<file path="config.mk">
export PLATFORM = sky130hd
export DESIGN_NAME = dmem_responder
export DESIGN_NICKNAME = d
export VERILOG_FILES = /design/src/rtl/dmem_pkg.sv /design/src/rtl/dmem_array.sv /design/src/rtl/dmem_responder.sv
export SDC_FILE = /design/constraint.sdc
export NUM_CORES = 2
export LEC_CHECK = 0
export ABC_AREA = 0
export CORE_ASPECT_RATIO = 1.5
export CORE_MARGIN = 2
export CORE_UTILIZATION = 62
export CTS_CLUSTER_SIZE = 24
export DETAILED_ROUTE_END_ITERATION = 10
export PLACE_DENSITY = 0.79
export SETUP_SLACK_MARGIN = 0.2
export SLEW_MARGIN = 5
export SYNTH_ARGS = -nofsm -noshare
export SYNTH_HDL_FRONTEND = slang
export SYNTH_SLANG_ARGS = --single-unit
</file>
<file path="constraint.sdc">
create_clock -name clk -period 4 [get_ports clk]
set_input_delay 0.6 -clock clk [delete_from_list [all_inputs] [get_ports clk]]
set_output_delay 0.6 -clock clk [all_outputs]
set_load 0.01 [all_outputs]
</file>
<file path="src/rtl/dmem_pkg.sv">
// Shared types and constants for the data-memory responder.
// Latency: n/a (declarations only).
// Backpressure: n/a (declarations only).
package dmem_pkg;

  localparam int WORD_W         = 32;
  localparam int DEPTH_LOG2_DEF = 6;

  typedef enum logic [1:0] {
    IDLE = 2'd0,
    WAIT = 2'd1,
    RESP = 2'd2
  } state_t;

endpackage

</file>
<file path="src/rtl/dmem_array.sv">
// Word-wide RAM, 2^DEPTH_LOG2 x WORD_W, synchronous write and combinational read.
// Latency: write lands on the clock edge; read data follows addr combinationally.
// Backpressure: none, the array accepts a write on every cycle we=1.
//
// Ports: clk (clock), we (write enable), addr (word index),
//        wdata (write word), rdata (read word at addr).
// Contents are deliberately not reset.
module dmem_array
  import dmem_pkg::*;
#(
  parameter int DEPTH_LOG2 = DEPTH_LOG2_DEF
) (
  input  logic                  clk,
  input  logic                  we,
  input  logic [DEPTH_LOG2-1:0] addr,
  input  logic [WORD_W-1:0]     wdata,
  output logic [WORD_W-1:0]     rdata
);

  logic [WORD_W-1:0] mem [1<<DEPTH_LOG2];

  always_ff @(posedge clk) begin
    if (we) begin
      mem[addr] <= wdata;
    end
  end

  assign rdata = mem[addr];

endmodule

</file>
<file path="src/rtl/dmem_responder.sv">
// Single-outstanding data-memory responder with programmable wait states.
// Latency: request accepted at edge T gives rsp_valid from edge T+1+WAIT_CYCLES.
// Backpressure: req_ready low while busy; response held stable until rsp_ready.
//
// Ports: clk, reset (synchronous, active-high);
//        req_valid/req_ready/req_we/req_addr/req_wdata (request channel);
//        rsp_valid/rsp_ready/rsp_rdata/rsp_err (response channel); busy.
// Optional feature: define DMEM_ALIGN_CHECK_EN to flag (and suppress)
// accesses whose byte address is not word aligned.
module dmem_responder
  import dmem_pkg::*;
#(
  parameter int WAIT_CYCLES = 2,
  parameter int DEPTH_LOG2  = DEPTH_LOG2_DEF
) (
  input  logic              clk,
  input  logic              reset,
  input  logic              req_valid,
  output logic              req_ready,
  input  logic              req_we,
  input  logic [31:0]       req_addr,
  input  logic [31:0]       req_wdata,
  output logic              rsp_valid,
  input  logic              rsp_ready,
  output logic [WORD_W-1:0] rsp_rdata,
  output logic              rsp_err,
  output logic              busy
);

  localparam logic [3:0] WAIT_INIT = 4'(WAIT_CYCLES);

  state_t                state;
  logic [3:0]            wait_cnt;

  logic                  cap_we;
  logic [DEPTH_LOG2-1:0] cap_idx;
  logic [WORD_W-1:0]     cap_wdata;
  logic                  acc_err;

  logic                  mem_we;
  logic [WORD_W-1:0]     mem_rdata;

  wire accept = (state == IDLE) && req_valid && req_ready;

  // Captured request; no reset needed, only consumed after a fresh accept.
  always_ff @(posedge clk) begin
    if (accept) begin
      cap_we    <= req_we;
      cap_idx   <= req_addr[DEPTH_LOG2+1:2];
      cap_wdata <= req_wdata;
    end
  end

`ifdef DMEM_ALIGN_CHECK_EN
  logic cap_misalign;

  always_ff @(posedge clk) begin
    if (accept) begin
      cap_misalign <= (req_addr[1:0] != 2'b00);
    end
  end

  assign acc_err = cap_misalign;
`else
  assign acc_err = 1'b0;
`endif

  // The first RESP cycle (rsp_valid still low) is the single access slot.
  // Gating with reset keeps a reset on that very edge from committing.
  assign mem_we = (state == RESP) && !rsp_valid && cap_we && !acc_err && !reset;

  dmem_array #(
    .DEPTH_LOG2 (DEPTH_LOG2)
  ) u_array (
    .clk   (clk),
    .we    (mem_we),
    .addr  (cap_idx),
    .wdata (cap_wdata),
    .rdata (mem_rdata)
  );

  always_ff @(posedge clk) begin
    if (reset) begin
      state     <= IDLE;
      wait_cnt  <= 4'd0;
      req_ready <= 1'b1;
      rsp_valid <= 1'b0;
      rsp_rdata <= '0;
      rsp_err   <= 1'b0;
      busy      <= 1'b0;
    end else begin
      case (state)
        IDLE: begin
          if (accept) begin
            req_ready <= 1'b0;
            busy      <= 1'b1;
            if (WAIT_INIT == 4'd0) begin
              state <= RESP;
            end else begin
              state    <= WAIT;
              wait_cnt <= WAIT_INIT;
            end
          end
        end

        WAIT: begin
          wait_cnt <= wait_cnt - 4'd1;
          if (wait_cnt == 4'd1) begin
            state <= RESP;
          end
        end

        RESP: begin
          if (!rsp_valid) begin
            // Writes and rejected accesses return zero data.
            rsp_valid <= 1'b1;
            rsp_err   <= acc_err;
            rsp_rdata <= (cap_we || acc_err) ? '0 : mem_rdata;
          end else if (rsp_ready) begin
            state     <= IDLE;
            rsp_valid <= 1'b0;
            rsp_rdata <= '0;
            rsp_err   <= 1'b0;
            req_ready <= 1'b1;
            busy      <= 1'b0;
          end
        end

        default: begin
          state <= IDLE;
        end
      endcase
    end
  end

endmodule

</file>
==> qor.yml <==
synth.distinct_cells: 50
grt_pass1_vias: 42200
skew_ps: 32.5
die_x_um: 300
setup_violations: 0
final_common_cell: "edfxtp_1"
synth_edf_count: 2087
cp-end-kind: "flip-flop"
cp.arrival_ps: 4010
power.switching_mw: 10.8
hold_slack_ps: 194
regArea_sq_um: 63600
synth_top_area_share_pct: 76.9
ir_drop_uv: 437
use_met1_pct: 41.0
dp_cells: 5393
rr_worst_depth: 7
r2r_end: "rsp_rdata[16]"
hp-class: "in -> reg"
grt_pass1_wl_mm: 308
antenna_found_initial: 6
max_cap_violations: 0
cts_buffer_depth: 3
path_buf_inv: 2
viasPerCell: 7.23
track_usage_pct: 33.3
crit_path_start_kind: "flip-flop"
p_int_mw: 36.6
max_slew_margin_pct: 23.1
hold_viol: 0
grt_max_degree: 79
fp.dieH_um: 448
fin_util_pct: 71.1
p_leak_nw: 28.9
cts_setup_buffers: 0
fillers: 7064
worstPathCellList: "buf_12 -> buf_12 -> mux4_2 -> mux2i_1 -> o22ai_1 -> a2111oi_0 -> nor3_1"
multi_input_area_sq_um: 17300
ys.flop_type: "edfxtp_1"
grt.met2_usage_pct: 55.1
cts_buffers: 179
avgSynthCellArea_sq_um: 23.0
nets: 3923
seq_power_share_pct: 52.5
drtAntennaViolNets: 0
drv_slew: 0
worstPathMaxFanout: 45
crit_top_cell: "buf_12"
p_sw_share_pct: 22.8
area_growth_pct: 13.5
cts_tree: "built"
combPwrFrac_pct: 10.0
drt_iter0_markers: 6251
cts_hold_buf: 0
placed_area_sq_um: 86600
fp.dieArea_sq_um: 134000
clock-sinks: 2134
coreArea_sq_um: 130000
via_count: 41500
place_ws_ps: 766
io_buffers: 77
synth_seq_cells: 2134
wirelength_mm: 220
worstPathRequired_ps: 4680
fin_tns_setup_ps: 0
gp_congestion: 0.842
critPathKind: "reg -> reg"
firstDrtPassIters: 8
use_met3_pct: 6.76
fmax_ghz: 0.300
post_drt_wl_per_cell_um: 38.4
rsz0062_at_grt: "false"
io_pins: 105
period_needed_ps: 3330
rows: 162
cpPeakStageDelay_ps: 830
overflow: 0
cp-endpoint: "rsp_rdata[16]"
rrSetupSlack_ps: 670
dp_hpwl_mm: 119
grt_busiest_layer: "met2"
synth_nets: 3611
yosysWarnings: 0
post-route-period-util_pct: 83.3
synth_area_leaders: "edfxtp_1 (77%), mux4_2 (15%), mux2i_1 (1.6%), dfxtp_1 (1.2%), a211oi_1 (0.68%)"
final_cells: 5735
post_cts_resized: 0
max_slew.worst_pin.slew_ps: 1150
cp_num_cells: 7
async_reset_ff_share_pct: 0
root_buffer: "clkbuf_16"
status: "finished clean"
cts.clk_slew.worst_paths_ps: 70
fin_area_sq_um: 92500
cp_top_family: "flip-flops"
yosysSeqAreaShare_pct: 78.0
netlist_area_sq_um: 81500
start_util_pct: 62.6
slowest_stage: "dfxtp_4"
final_cell_mix: "edfxtp_1 (2087), mux4_2 (542), clkbuf_16 (182)"
totalPowerFinal_mw: 47.4
pwr-share-clk_pct: 37.5
cellPowerDensity_nw_per_um2: 513
setup_ws_ps: 666
yosys.area.top_type: "edfxtp_1"
synthCells: 3540
clkLatencyLatePin_ps: 840
route.detailed.drc: 0
cts-htree-levels: 4
final_layout_size_suffix_gt1_share_pct: 29.2
==> area by class of cell <==
class / count / share of cell area, %
Inverter: 6 / 0.0257
Sequential cell: 2134 / 68.8
Clock inverter: 111 / 1.18
Multi-Input combinational cell: 1209 / 18.7
Antenna cell: 4 / 0.0108
Clock buffer: 227 / 5.24
Tap cell: 1722 / 2.33
Timing Repair Buffer: 322 / 3.72
==> cells in the mapped netlist, types with 10 or more instances <==
| cell | number |
|---|---|
| mux2_2 | 33 |
| buf_1 | 10 |
| dfxtp_1 | 47 |
| a22oi_1 | 20 |
| nand2_1 | 65 |
| clkbuf_1 | 49 |
| o22ai_1 | 10 |
| a221oi_1 | 15 |
| nor2_1 | 88 |
| mux4_2 | 542 |
| edfxtp_1 | 2087 |
| nor3_1 | 10 |
| buf_4 | 73 |
| nor2b_1 | 49 |
| a21oi_1 | 69 |
| a211oi_1 | 74 |
| o211ai_1 | 11 |
| mux2i_1 | 130 |
| o21ai_0 | 16 |
| buf_2 | 55 |
==> state kept, by name (all words and copies together), names as in the netlist, named ones only <==
register,cells
busy,1
cap_idx,6
cap_wdata,32
cap_we,1
req_ready,1
rsp_rdata,32
rsp_valid,1
state,2
u_array.mem,2048
wait_cnt,4
==> worst min path at each step <==
stage	startpoint	endpoint	slack, ps	cells after the start
6_report	reset	wait_cnt[0]	190	2
5_1_grt	reset	wait_cnt[0]	180	2
4_1_cts	reset	wait_cnt[0]	140	2
3_5_place_dp	busy	busy	460	1
3_3_place_gp	busy	busy	450	1
2_1_floorplan	wait_cnt[3]	wait_cnt[3]	440	2
==> worst reg2reg max path, stage by stage (launching register included) <==
cell and delay [ps]:
dfxtp_4 830, buf_12 360, buf_12 380, mux4_2 400, mux2i_1 360, o22ai_1 200
a2111oi_0 580, nor3_1 100
==> per-layer routing <==
metal,vias to the layer above,wire length (um)
met5,-,23
met3,803,24800
met1,21500,69000
met2,3497,110000
li1,15700,-
met4,4,15700
==> kinds of logic after synthesis <==
logic type      count (synthesis)  share of synthesized area [%]
simple gates                  249                           1.44
buf+inv                       197                           1.36
xor+xnor                        1                         0.0107
other cells                     1                        0.00460
flops                        2134                           78.0
mux                           705                           17.0
compound gates                251                           2.08
fa+ha+maj                       2                         0.0307
==> power by group through the flow <==
stage | registers (mW) | clock network [mW] | logic, mW
after floorplan | 25.5 | 0 | 2.87
after global placement | 25.4 | 0 | 4.49
after detailed placement | 25.4 | 0 | 4.60
after CTS | 24.9 | 17.9 | 4.70
after global routing | 24.9 | 18.6 | 4.91
final | 24.9 | 17.8 | 4.76
Power figures use the tool's default switching activity.
